## config.mk

```make
export PLATFORM = sky130hd
export DESIGN_NAME = iomem_fabric
export DESIGN_NICKNAME = d
export VERILOG_FILES = /design/src/rtl/iomem_fabric.sv
export SDC_FILE = /design/constraint.sdc
export NUM_CORES = 1
export LEC_CHECK = 0
export BUFFER_PORTS_ARGS = -buffer_cell sky130_fd_sc_hd__clkbuf_2
export CAP_MARGIN = 0
export CORE_ASPECT_RATIO = 0.75
export CORE_MARGIN = 3
export CORE_UTILIZATION = 46
export CTS_BUF_LIST = sky130_fd_sc_hd__clkbuf_8 sky130_fd_sc_hd__clkbuf_16
export DETAILED_ROUTE_END_ITERATION = 10
export PLACE_DENSITY = 0.81
export SLEW_MARGIN = 0
export SYNTH_ARGS = -nofsm -noshare
export SYNTH_HDL_FRONTEND = slang
export SYNTH_SLANG_ARGS = --single-unit
```

## constraint.sdc

```tcl
create_clock -name clk -period 2.13 [get_ports clk]
set_input_delay 0.426 -clock clk [delete_from_list [all_inputs] [get_ports clk]]
set_output_delay 0.426 -clock clk [all_outputs]
set_load 0.02 [all_outputs]
```

## src/rtl/iomem_fabric.sv

```systemverilog
// Purpose : single-outstanding address decoder between a PicoRV32-style iomem master and N_SLOTS
//           peripheral slots (slot = iomem_addr[27:24]), with error counting and optional WAIT timeout.
// Latency : mapped access answers at least 2 cycles after valid is sampled; unmapped access answers after 1 cycle.
// Backpressure: a slot holds the fabric in WAIT by keeping s_ready low; the master is stalled until iomem_ready.
// Optional feature macro: IOMEM_FABRIC_TIMEOUT_EN enables the WAIT timeout counter.
//
// Ports:
//   clk, reset         sole clock, synchronous active-high reset
//   iomem_valid/ready  master handshake; iomem_rdata is zero except in the one-cycle ready pulse
//   iomem_wstrb/addr/wdata  master request fields (wstrb != 0 means write)
//   s_sel              one-hot registered slot select (held through WAIT)
//   s_ready/s_rdata    per-slot completion and read data (slot k at s_rdata[32k+31:32k])
//   s_addr/wdata/wstrb registered copies of the request, stable for the whole WAIT phase
//   err_clr            clears err_count (an error in the same cycle leaves it at 1)
//   err_count/err_addr saturating error counter and address of the most recent error
module iomem_fabric #(
    parameter int          N_SLOTS        = 3,
    parameter int          TIMEOUT_CYCLES = 255,
    parameter logic [31:0] UNMAPPED_DATA  = 32'hFFFF_FFFF,
    parameter logic [31:0] TIMEOUT_DATA   = 32'hDEAD_BEEF
) (
    input  logic                    clk,
    input  logic                    reset,

    input  logic                    iomem_valid,
    output logic                    iomem_ready,
    input  logic [3:0]              iomem_wstrb,
    input  logic [31:0]             iomem_addr,
    input  logic [31:0]             iomem_wdata,
    output logic [31:0]             iomem_rdata,

    output logic [N_SLOTS-1:0]      s_sel,
    input  logic [N_SLOTS-1:0]      s_ready,
    input  logic [32*N_SLOTS-1:0]   s_rdata,
    output logic [31:0]             s_addr,
    output logic [31:0]             s_wdata,
    output logic [3:0]              s_wstrb,

    input  logic                    err_clr,
    output logic [15:0]             err_count,
    output logic [31:0]             err_addr
);

    // Elaboration-time guard on the legal parameter ranges.
    if (N_SLOTS < 1 || N_SLOTS > 16) begin : g_bad_n_slots
        $error("iomem_fabric: N_SLOTS out of range 1..16");
    end
    if (TIMEOUT_CYCLES < 2 || TIMEOUT_CYCLES > 65535) begin : g_bad_timeout
        $error("iomem_fabric: TIMEOUT_CYCLES out of range 2..65535");
    end

    typedef enum logic [1:0] {
        ST_IDLE = 2'd0,
        ST_WAIT = 2'd1,
        ST_RESP = 2'd2
    } state_t;

    state_t              state;

    logic [3:0]          slot;
    logic                mapped;
    logic [N_SLOTS-1:0]  sel_dec;
    logic                sel_ready;
    logic [31:0]         slot_rdata;
    logic                to_hit;
    logic                err_unmapped;
    logic                err_timeout;
    logic                err_evt;
    logic [31:0]         err_src_addr;

    assign slot   = iomem_addr[27:24];
    assign mapped = ({1'b0, slot} < 5'(N_SLOTS));

    always_comb begin
        sel_dec = '0;
        for (int k = 0; k < N_SLOTS; k++) begin
            sel_dec[k] = (slot == 4'(k));
        end
    end

    // s_sel is one-hot (or zero), so masking with it selects the active slot's
    // ready/data and ignores everything from unselected slots.
    assign sel_ready = |(s_ready & s_sel);

    always_comb begin
        slot_rdata = '0;
        for (int k = 0; k < N_SLOTS; k++) begin
            if (s_sel[k]) begin
                slot_rdata = slot_rdata | s_rdata[32*k +: 32];
            end
        end
    end

`ifdef IOMEM_FABRIC_TIMEOUT_EN
    // Counts completed WAIT cycles of the current access; the cycle where it
    // reads TIMEOUT_CYCLES-1 is the last WAIT cycle allowed.
    logic [15:0] to_cnt;

    always_ff @(posedge clk) begin
        if (reset) begin
            to_cnt <= 16'd0;
        end else if (state == ST_IDLE) begin
            to_cnt <= 16'd0;
        end else if (state == ST_WAIT) begin
            to_cnt <= to_cnt + 16'd1;
        end
    end

    assign to_hit = (to_cnt == 16'(TIMEOUT_CYCLES - 1));
`else
    assign to_hit = 1'b0;
`endif

    // Error sources. A valid drop in WAIT is an abort, never an error, and a
    // slave ready on the final WAIT cycle beats the timeout.
    assign err_unmapped = (state == ST_IDLE) && iomem_valid && !mapped;
    assign err_timeout  = (state == ST_WAIT) && iomem_valid && !sel_ready && to_hit;
    assign err_evt      = err_unmapped || err_timeout;
    assign err_src_addr = err_unmapped ? iomem_addr : s_addr;

    // Transaction FSM; every output it drives is registered.
    always_ff @(posedge clk) begin
        if (reset) begin
            state       <= ST_IDLE;
            iomem_ready <= 1'b0;
            iomem_rdata <= 32'd0;
            s_sel       <= '0;
            s_addr      <= 32'd0;
            s_wdata     <= 32'd0;
            s_wstrb     <= 4'd0;
        end else begin
            case (state)
                ST_IDLE: begin
                    iomem_ready <= 1'b0;
                    iomem_rdata <= 32'd0;
                    if (iomem_valid) begin
                        if (mapped) begin
                            s_sel   <= sel_dec;
                            s_addr  <= iomem_addr;
                            s_wdata <= iomem_wdata;
                            s_wstrb <= iomem_wstrb;
                            state   <= ST_WAIT;
                        end else begin
                            iomem_ready <= 1'b1;
                            iomem_rdata <= UNMAPPED_DATA;
                            state       <= ST_RESP;
                        end
                    end
                end
                ST_WAIT: begin
                    if (!iomem_valid) begin
                        s_sel <= '0;
                        state <= ST_IDLE;
                    end else if (sel_ready) begin
                        // Writes also load the slot data; the master ignores it.
                        s_sel       <= '0;
                        iomem_ready <= 1'b1;
                        iomem_rdata <= slot_rdata;
                        state       <= ST_RESP;
                    end else if (to_hit) begin
                        s_sel       <= '0;
                        iomem_ready <= 1'b1;
                        iomem_rdata <= TIMEOUT_DATA;
                        state       <= ST_RESP;
                    end
                end
                ST_RESP: begin
                    iomem_ready <= 1'b0;
                    iomem_rdata <= 32'd0;
                    state       <= ST_IDLE;
                end
                default: begin
                    iomem_ready <= 1'b0;
                    iomem_rdata <= 32'd0;
                    s_sel       <= '0;
                    state       <= ST_IDLE;
                end
            endcase
        end
    end

    // Saturating error counter. The saturated value is rewritten explicitly
    // so the register is always assigned when an error occurs.
    always_ff @(posedge clk) begin
        if (reset) begin
            err_count <= 16'd0;
            err_addr  <= 32'd0;
        end else begin
            if (err_clr) begin
                err_count <= err_evt ? 16'd1 : 16'd0;
            end else if (err_evt) begin
                err_count <= (err_count == 16'hFFFF) ? 16'hFFFF : err_count + 16'd1;
            end
            if (err_evt) begin
                err_addr <= err_src_addr;
            end
        end
    end

endmodule

```

# Word-level counts from Yosys, hierarchy flattened

Cells that the tools add are included.

Bits in registers: 154
Input bits: 171
Output and inout port bits: 152
Word-level logic and storage cells: 63

Add/sub/neg operators: 1
Magnitude comparators: 1
Equality and inequality tests: 10
Mux-type cells: 27
Bitwise gates (word level): 4
Reductions and logical operators: 11

Operators with widths:

| kind                                                                          | number |
|---|---|
| 32-bit 2-to-1 mux                                                             | 7 |
| 32-bit bitwise OR                                                             | 2 |
| 32-bit case mux with 2 select lines                                           | 1 |
| 16-bit 2-to-1 mux                                                             | 3 |
| 16-bit by 1-bit adder with 16-bit output (second input constant)              | 1 |
| 16-bit equality test (second input constant)                                  | 1 |
| 3-bit 2-to-1 mux                                                              | 4 |
| 3-bit case mux with 3 select lines                                            | 1 |
| 2-bit 2-to-1 mux                                                              | 4 |
| 2-bit != test (second input constant)                                         | 4 |
| 1-bit 2-to-1 mux                                                              | 5 |
| 4-bit by 1-bit equality test with 1-bit output (second input constant)        | 1 |
| 4-bit by 2-bit equality test with 1-bit output (second input constant)        | 1 |
| 4-bit logical NOT                                                             | 1 |
| 4-bit by 2-bit less-than comparator with 1-bit output (second input constant) | 1 |
| 2-bit case mux with 2 select lines                                            | 1 |
| 2-bit AND reduction                                                           | 2 |
| 4-bit AND reduction                                                           | 1 |
| 3-bit bitwise AND                                                             | 1 |
| 3-bit != test (second input constant)                                         | 1 |
| 3-bit AND reduction                                                           | 1 |
| 3-bit OR reduction                                                            | 1 |
| 2-bit by 1-bit equality test with 1-bit output (second input constant)        | 1 |
| 2-bit equality test (second input constant)                                   | 1 |
| 6 further kinds                                                               | 7 |

# Depth between registers and ports, before layout

Gate-level depths: netlist of the first run.

Depth after elaboration: 8
Depth in mapped cells: 8
Gate-level depth less buffers: 5

# Least setup slack after synthesis of the first run

OpenSTA, ideal clock, no wires.

Path kind: register to register
Start point: register err_count[3]
End point: register err_count[8]
Setup time: 78 ps
Data arrival time: 1619 ps
Required time: 2052 ps
Slack: 433 ps
Cell stages (with the launch flop): 6
Buffers on the path: 1
Period minus slack after synthesis: 1697 ps
Path through: dfxtp_1 nand4_2 nor4_2 buf_4 and4b_1 nor3_1

Cells in the longest elaborated chain, start to end: 4
Elaborated cells on any way between the ends: 5
Those cells by class: add/sub: 1; eq/ne: 1; mux: 3

RTL lines:

| item                                                                                    | RTL line | RTL |
|---|---|---|
| from (decl)                                                                             | 40       | `output logic [15:0] err_count,` |
| from (signal assigned)                                                                  | 190      | `err_count <= err_evt ? 16'd1 : 16'd0;` |
| from (signal assigned)                                                                  | 192      | `err_count <= (err_count == 16'hFFFF) ? 16'hFFFF : err_count + 16'd1;` |
| 16-bit by 1-bit adder with 16-bit output / 16-bit equality test (equally long branches) | 192      |  |
| 16-bit 2-to-1 mux (*)                                                                   | 192      |  |
| 16-bit 2-to-1 mux (*)                                                                   | 191      | `end else if (err_evt) begin` |
| 16-bit 2-to-1 mux (*)                                                                   | 189      | `if (err_clr) begin` |

Every way passes the cells marked *; elsewhere a longest branch is shown, timed or not. The select of a mux whose other input is x is not followed.
A chain may end at the register's enable or synchronous reset.

# Final worst setup path of the first run

Start point: register err_count[0]
End point: register err_count[2]

The elaborated chain is that of the path after synthesis.

==> flow_summary.json, run 1 <==
{
  "fmax_mhz": 557,
  "p_leak_nw": 3.67,
  "ys_async_sr_fraction_pct": 0,
  "yosysUniqueCellTypes": 50,
  "initial_core_util_pct": 47.7,
  "synth.avg_cell_area_sq_um": 8.25,
  "yosys.area.top_type_share_pct": 48.9,
  "final_cell_mix": "clkbuf_2, nand2_1, dfxtp_1, a21oi_1, nor3b_1",
  "synth-adder-area-share_pct": 0.199,
  "place_congestion": 0.893,
  "drc": 0,
  "synth_top_family_by_area": "simple AND/OR/NAND/NOR gates",
  "synth_area_leaders": "dfxtp_1, nand2_1, a21oi_1",
  "critical_path_class": "reg -> reg",
  "start_kind": "register",
  "postCtsSetupBuffers": 0,
  "clk_pin_slew_ps": 70,
  "die_x_microns": 141,
  "min_period_ps": 1800,
  "finalSetupViolations": 0,
  "cts.sink_count": 154,
  "cts.hold.buffers_added": 0,
  "synth_area_sq_um": 6300,
  "cts_resized": 0,
  "synth_warnings": 0,
  "drtIter0Drc": 640,
  "synth-compound-area-share_pct": 22.0,
  "p_total_mw": 6.82,
  "slew_violations": 0,
  "power.density_nw_per_um2": 790,
  "crit_slowest_cell": "dfxtp_1",
  "max-vdd-ir-drop_mv": 0.526,
  "critical_path.top_delay_family": "simple AND/OR/NAND/NOR gates",
  "cts_root_buf": "clkbuf_16",
  "design.core.area_sq_um": 13200,
  "synth_top_area_cell": "dfxtp_1",
  "min_path_type": "in -> reg",
  "io_buffers": 322,
  "period_share_pct": 84.3,
  "h-tree-depth": 4,
  "ys.flop_type": "dfxtp_1",
  "tightest_slew_ps": 934,
  "clockBufferDepth": 2,
  "synth_edf_count": 0,
  "synthMuxAreaShare_pct": 0.497,
  "final_antenna_net_count": 0,
  "grt_pass1_vias": 6176,
  "syn-instance-count": 763,
  "worst_skew_pair.late_latency_ps": 410,
  "grt-ovfl-total": 0,
  "path_buf_inv": 1,
  "die_y_microns": 107,
  "dp_hpwl_microns": 14600,
  "finClkSkew_ps": 10.1,
  "grt.total_usage_pct": 25.7,
  "status": "finished clean",
  "rsz0062_at_grt": "false",
  "final_nets": 1229,
  "synth_nets": 935,
  "synth_seq_cells": 154,
  "wl_per_cell_microns": 16.3,
  "path_cells": "ha_1, nand4_1, nor4_2, buf_4, nor2_1, a311oi_1",
  "rows": 36,
  "synth_xor_xnor_area_share_pct": 0,
  "cp_data_required_time_ps": 2440,
  "grt_pass1_wl_microns": 31700,
  "wl_microns": 20200,
  "io_pins": 323,
  "path_max_fanout": 6,
  "viasPerCell": 5.40,
  "tns_ps": 0,
  "dr_total_vias": 6698,
  "place_area_sq_um": 8040,
  "syn_to_final_growth_pct": 37.0,
  "final_area_sq_um": 8630,
  "cts_tree": "built",
  "drtPass1Iterations": 8,
  "yosysSeqAreaShare_pct": 48.9,
  "diodes": 0,
  "crit_path_max_incr_delay_ps": 400,
  "slew_headroom_pct": 37.7,
  "fill_cells": 1172,
  "grt_max_degree": 68,
  "drive_gt1_share_pct": 36.3,
  "cp.arrival_ps": 2110,
  "report.final.hold_viol_count": 0,
  "layout_commonest_cell": "clkbuf_2",
  "dieArea_sq_um": 15100,
  "antenna_found_initial": 0,
  "cap_viol_max_count": 0,
  "cts_buffers": 17,
  "end_kind": "register",
  "synthSimpleGateAreaFrac_pct": 23.4
}
-- cell type report --
type	count	area, sq um	share of cell area (%)
flip-flops and latches	154	3080	35.7
multi-input cells	537	2910	33.8
repair buffers	342	1810	21.0
clock buffers	19	453	5.25
well taps	171	214	2.48
clock inverters	13	133	1.54
inverters	5	18.8	0.217
-- synth_stat cells, types with 4 or more instances --
master / count
a21oi_1: 134
nor2_1: 10
dfxtp_1: 154
buf_2: 18
o21ai_0: 29
nor3b_1: 36
o21ai_1: 5
clkbuf_1: 43
nor3_1: 12
buf_4: 5
nor2b_1: 5
a222oi_1: 33
nand2_1: 206
inv_1: 5
a31oi_1: 5
a211oi_1: 4
nor4_1: 7
-- final timing paths --
check / start / to / slack (ps) / cells after the start
max: err_count[0] / err_count[2] / 330 / 6
min reg2reg: err_addr[15] / err_addr[15] / 450 / 2
min: iomem_wdata[9] / s_wdata[9] / 230 / 3
max reg2reg: err_count[0] / err_count[2] / 330 / 6
-- worst register-to-register path, cell delays in order (launching register included) --
cell	delay, ps
dfxtp_1	400
ha_1	330
nand4_1	200
nor4_2	250
buf_4	210
nor2_1	60
a311oi_1	260
-- flip-flops by register name, summed over array words and instances, names as in the netlist --
| register | cells |
|---|---|
| s_wdata | 32 |
| err_count | 16 |
| state | 2 |
| s_sel | 3 |
| iomem_rdata | 32 |
| iomem_ready | 1 |
| err_addr | 32 |
| s_wstrb | 4 |
| s_addr | 32 |
-- cells by family (layout without fill, tap and decap cells) --
kind of cell             after synthesis  count (layout)
flip-flops                           154             154
AND/OR/NAND/NOR                      307             307
buffers and inverters                 72             379
multiplexers                           3               3
adder cells (fa/ha/maj)                1               1
AO/OA/AOI/OAI                        226             226
-- power breakdown --
| part | internal [mW] | leakage [nW] | switching [mW] |
|---|---|---|---|
| Clock | 1.70 | 0.276 | 1.25 |
| Combinational | 0.307 | 2.14 | 0.491 |
| Sequential | 3.00 | 1.26 | 0.0678 |
-- per-layer routing --
layer	share of wire (%)	wire [microns]	vias up	track usage, %
li1	-	-	3298	-
met4	1.4	281	0	7.54
met2	48	9690	269	41.6
met5	0	0	-	0
met3	7.7	1550	21	5.20
met1	43	8680	3110	34.8
-- stage by stage --
stage	hold WS (ps)	cells	util (%)	worst slack (ps)
finish	235	1241	65.4	334
global route	232	1241	65.4	150
CTS	222	1241	65.4	333
detailed placement	446	1209	60.9	244
global placement	441	1209	60.9	306
floorplan	533	763	-	433
No activity file was read; power rests on OpenSTA's default activity.
==> run 2, diff against run 1 <==
ABC_AREA = 1   (was default)
CORE_UTILIZATION = 42   (was 46)
PLACE_DENSITY = 0.77   (was 0.81)
clock period = 1.45 ns   (was 2.13 ns; I/O delays follow)
==> run 2 against run 1 <==
Net effect:
- the run now ends with setup timing left
- synthesized cell count increased by 23%
- core utilization decreased by 3.0 points
- die area is 15% higher
- clock power rose by 46%
- critical endpoint unchanged
- register-to-register slack got worse by 360 ps
- non-clock buffer count increased by 32
- via count increased by 9.3%
- wire length is 8.8% higher
- clock-buffer cell count is 2 lower
- fmax is 21% higher
- sequential share of layout area decreased by 3.5 points
- cell area rose by 11%
==> flow_summary.json, run 2 <==
{
  "status": "finished, violations left",
  "violations": "setup timing",
  "yosysMostFrequentCell": "nor2_1",
  "place_congestion": 0.843,
  "diodes": 0,
  "combinationalPowerShare_pct": 15.9,
  "clockBufferDepth": 2,
  "synth_top_area_cell": "dfxtp_1",
  "cap_viol_max_count": 0,
  "viasPerCell": 4.93,
  "drtIter0Drc": 420,
  "io_buffers": 322,
  "synth.avg_cell_area_sq_um": 7.10,
  "yosysSeqAreaShare_pct": 46.4,
  "io_pins": 323,
  "synth_edf_count": 0,
  "rsz0062_at_grt": "true",
  "fill_cells": 1430,
  "slew_violations": 0,
  "clkPwrFrac_pct": 40.9,
  "postLayoutCoreUtil_pct": 62.4,
  "yosysUniqueCellTypes": 33,
  "ys.flop_type": "dfxtp_1",
  "timing.final.ws_setup_ps": -30.1,
  "critical_path_class": "reg -> reg",
  "cts.sink_count": 154,
  "min_period_ps": 1480,
  "synth_nets": 1107,
  "slew_headroom_pct": 58.0,
  "design.core.area_sq_um": 15400,
  "power.density_nw_per_um2": 1100,
  "initial_core_util_pct": 43.2,
  "grt.total_usage_pct": 23.1,
  "sw_frac_of_total_pct": 29.7,
  "min_path_type": "in -> reg",
  "cts_buffers": 17,
  "final_cell_mix": "clkbuf_2, nor2_1, nand2_1, dfxtp_1, o21ai_0",
  "grt_pass1_vias": 6427,
  "cts_root_buf": "clkbuf_16",
  "power_frac_seq_pct": 43.3,
  "pre_cts_slack_ps": -91.0,
  "ys_async_sr_fraction_pct": 0,
  "ys_top_cells_by_count": "nor2_1, nand2_1, dfxtp_1, o21ai_0, nand3_1",
  "period_share_pct": 102,
  "grt-ovfl-total": 0,
  "regArea_sq_um": 3100,
  "die_y_microns": 115,
  "multi_input_area_sq_um": 3190,
  "synth_warnings": 0,
  "path_max_fanout": 7,
  "final_nets": 1440,
  "rows": 39,
  "h-tree-depth": 4,
  "drc": 0,
  "yosys.area.top_type_share_pct": 46.4,
  "cts_tree": "built",
  "clk_pin_slew_ps": 70,
  "grt_max_degree": 103,
  "start_kind": "register",
  "final_area_sq_um": 9600,
  "synth_area_leaders": "dfxtp_1, nor2_1, nand2_1",
  "report.final.hold_viol_count": 0,
  "cp_data_required_time_ps": 1800,
  "place_area_sq_um": 8610,
  "cts.hold.buffers_added": 0,
  "dp_hpwl_microns": 15000,
  "timing.hold.ws_ps": 100,
  "dieArea_sq_um": 17400,
  "wl_microns": 22000,
  "cp.arrival_ps": 1830,
  "grt_pass1_wl_microns": 32200,
  "syn-instance-count": 935,
  "finClkSkew_ps": 14.0,
  "drtPass1Iterations": 4,
  "worst_skew_pair.late_latency_ps": 420,
  "wl_per_cell_microns": 14.8,
  "layout_commonest_cell": "clkbuf_2",
  "syn_to_final_growth_pct": 44.6,
  "antenna_found_initial": 0,
  "drive_gt1_share_pct": 36.3,
  "p_switching_mw": 3.14,
  "p_leak_nw": 4.51,
  "internal_power_mw": 7.43,
  "tightest_slew_ps": 630,
  "max-vdd-ir-drop_mv": 0.700,
  "synth_seq_cells": 154,
  "final_antenna_net_count": 0,
  "finalSetupViolations": 10,
  "die_x_microns": 151,
  "fmax_mhz": 676,
  "dr_total_vias": 7321,
  "synth_area_sq_um": 6640,
  "end_kind": "register"
}
[run 2: worst paths after layout]
| kind | startpoint | end | slack (ps) | cells after the start |
|---|---|---|---|---|
| worst max register to register | state[1] | err_count[2] | -30 | 9 |
| worst max-delay path | state[1] | err_count[2] | -30 | 9 |
| worst min-delay path | iomem_wdata[9] | s_wdata[9] | 100 | 3 |
| worst min register to register | s_addr[26] | s_addr[26] | 450 | 2 |
[run 2: per-stage QoR]
step	instances	setup TNS [ps]	power, mW
2_1_floorplan	935	0	5.55
3_3_place_gp	1443	-344	6.18
3_5_place_dp	1443	-3740	6.21
4_1_cts	1478	0	10.6
5_1_grt	1486	-2000	11.0
6_report	1486	-175	10.6
[run 2: repair_timing]
| item | CTS | global route |
|---|---|---|
| endpoints found under the hold margin | 0 | 0 |
| resized for setup | 16 | 42 |
| pin swaps | 0 | 8 |
| cloned | 3 | 5 |
| endpoints found under the setup margin | 24 | 130 |
| setup buffers | 0 | 3 |
[run 2: logic make-up (layout without fill, tap and decap cells)]
group           Yosys count  count (layout)  share of synthesized area, %
simple gates            491             492                          30.4
compound gates          193             193                          15.6
flops                   154             154                          46.4
buf+inv                  93             438                          6.97
xor+xnor                  3               3                         0.396
fa+ha+maj                 1               1                         0.188
[run 2: area by class of cell]
class,count,area share (%)
Timing Repair Buffer,374,24.4
Clock buffer,17,4.43
Clock inverter,15,1.59
Multi-Input combinational cell,689,33.2
Sequential cell,154,32.3
Tap cell,205,2.67
Inverter,32,1.36
[run 2: routing by layer]
layer / wire, microns / global-route usage (%)
met3: 1650 / 5.56
met1: 9520 / 30.1
met4: 463 / 8.27
met5: 0 / 0
met2: 10400 / 37.6
[run 2: critical path, stage by stage, from the launching register on]
cell and delay, ps:
dfxtp_2 320, inv_2 70, nand2_4 60, nor2_4 180, nand2_8 110, buf_12 150, nor2_4 170, clkbuf_16 180
nand2_1 50, a21oi_1 130
[run 2: power groups by stage]
stage               Clock [mW]  Combinational, mW  Sequential [mW]
finish                    4.32               1.68             4.57
global route              4.58               1.84             4.59
CTS                       4.39               1.60             4.57
detailed placement           0               1.55             4.66
global placement             0               1.53             4.65
floorplan                    0              0.647             4.91
==> run 3, diff against run 2 <==
==> constraint.sdc (replaced) <==
create_clock -name clk -period 1.45 [get_ports clk]
set_input_delay 0.29 -clock clk [delete_from_list [all_inputs] [get_ports clk]]
set_output_delay 0.29 -clock clk [all_outputs]
set_load 0.1 [all_outputs]
==> run 3 against run 2 <==
Net effect:
- the run now ends clean
- core utilization grew 2.6 points
- cell count shrank 0.34%
- die area is the same
- combinational power grew 83%
- non-clock buffer count shrank 4
- via count shrank 0.55%
- flip-flop and latch count is the same
- clock skew shrank 4.4 ps
- wire length shrank 0.99%
- critical endpoint is now s_sel[1]
==> flow_summary.json, run 3 (synthesized netlist as in run 2, its figures left out) <==
{
  "wl_met1_microns": 9170,
  "whs_path_depth": 3,
  "place_congestion": 0.895,
  "grt.total_usage_pct": 24.1,
  "design.core.area_sq_um": 15400,
  "rows": 39,
  "route.met2.wl_microns": 10800,
  "rrSetupSlack_ps": 90,
  "viasPerCell": 4.92,
  "power.density_nw_per_um2": 1200,
  "cp.arrival_ps": 1110,
  "slew_violations": 0,
  "grt-ovfl-total": 0,
  "io_buffers": 322,
  "cap_viol_max_count": 0,
  "dr_total_vias": 7281,
  "io_pins": 323,
  "status": "finished clean",
  "antenna_found_initial": 0,
  "timing.hold.ws_ps": 109,
  "reg2reg_to": "err_count[11]",
  "final_cell_mix": "nor2_1, nand2_1, clkbuf_2, buf_4, dfxtp_1",
  "reg2reg_depth": 8,
  "drtIter0Drc": 321,
  "cp_data_required_time_ps": 1160,
  "rsz0062_at_grt": "true",
  "grt_pass1_vias": 6772,
  "final_nets": 1435,
  "cts.sink_count": 154,
  "finClkSkew_ps": 9.67,
  "start_kind": "register",
  "initial_core_util_pct": 43.2,
  "path_max_fanout": 19,
  "max-vdd-ir-drop_mv": 0.747,
  "cts_tree": "built",
  "hp-start": "iomem_wdata[8]",
  "cts_buffers": 17,
  "syn_to_final_growth_pct": 50.5,
  "report.final.hold_viol_count": 0,
  "crit_path_end": "s_sel[1]",
  "r2r_start": "err_count[1]",
  "worstSetupStartpoint": "s_sel[1]",
  "grt_max_degree": 60,
  "drc": 0,
  "critical_path_class": "reg -> out",
  "wl_per_cell_microns": 14.7,
  "layout_commonest_cell": "nor2_1",
  "final_antenna_net_count": 0,
  "wl_microns": 21800,
  "drive_gt1_share_pct": 36.4,
  "tightest_slew_ps": 594,
  "end_kind": "output port",
  "drtPass1Iterations": 5,
  "cts_root_buf": "clkbuf_16",
  "finalSetupViolations": 0,
  "diodes": 0,
  "worst_skew_pair.late_latency_ps": 410,
  "clockBufferDepth": 2,
  "min_path_type": "in -> reg",
  "dieArea_sq_um": 17400,
  "die_x_microns": 151,
  "h-tree-depth": 4,
  "p_leak_nw": 4.61,
  "final_area_sq_um": 9990,
  "place_area_sq_um": 9310,
  "grt_pass1_wl_microns": 33800,
  "slew_headroom_pct": 60.4,
  "dp_hpwl_microns": 16600,
  "fmax_mhz": 712,
  "route.met3.wl_microns": 1550,
  "die_y_microns": 115,
  "min_period_ps": 1400,
  "period_share_pct": 96.8,
  "clk_pin_slew_ps": 70,
  "highest_layer": "met4"
}
[run 3: layout make-up]
type                            count  area [sq um]
Fill cell                        1293          5380
Sequential cell                   154          3150
Multi-Input combinational cell    688          3140
Timing Repair Buffer              370          2720
Clock buffer                       17           425
Tap cell                          205           256
Clock inverter                     15           159
Inverter                           32           130
[run 3: routing by layer]
layer  track usage (%)  vias up
met5                 0        -
met3              6.70       22
li1                  -     3673
met4              6.04        0
met2              41.2      248
met1              30.1     3338
[run 3: report_power, final]
| part | internal, mW | leakage, nW | switching, mW | total (mW) |
|---|---|---|---|---|
| clock network | 2.42 | 0.279 | 1.91 | 4.33 |
| logic | 0.814 | 3.06 | 2.26 | 3.08 |
| registers | 4.42 | 1.27 | 0.134 | 4.55 |
[run 3: critical path, cell delays in order (launching register included)]
cell and delay (ps):
dfxtp_4 370, buf_12 150, buf_12 180
[run 3: worst min-delay path by stage]
stage	endpoint	slack, ps
6_report	s_wdata[8]	110
3_5_place_dp	s_addr[26]	440
4_1_cts	s_wdata[8]	100
2_1_floorplan	s_wdata[23]	440
5_1_grt	s_wdata[8]	100
3_3_place_gp	s_addr[26]	430
[run 3: metrics by stage]
step                      setup slack, ps  util, %  instances  total power, mW  setup TNS [ps]
final                                45.8     65.0       1481             12.0               0
after global routing                -11.3     65.0       1481             12.4           -43.3
after CTS                            12.2     64.6       1480             12.0               0
after detailed placement           -0.343     60.6       1446             7.71          -0.343
after global placement               45.3     60.6       1446             7.67               0
after floorplan                     -72.5        -        935             6.80            -812
[run 3: timing repair]
action / in CTS / in global routing
hold buffers: 0 / 0
gates resized for setup: 5 / 24
pin swaps: 0 / 1
buffers inserted: 2 / 1
endpoints found under the setup margin: 6 / 36
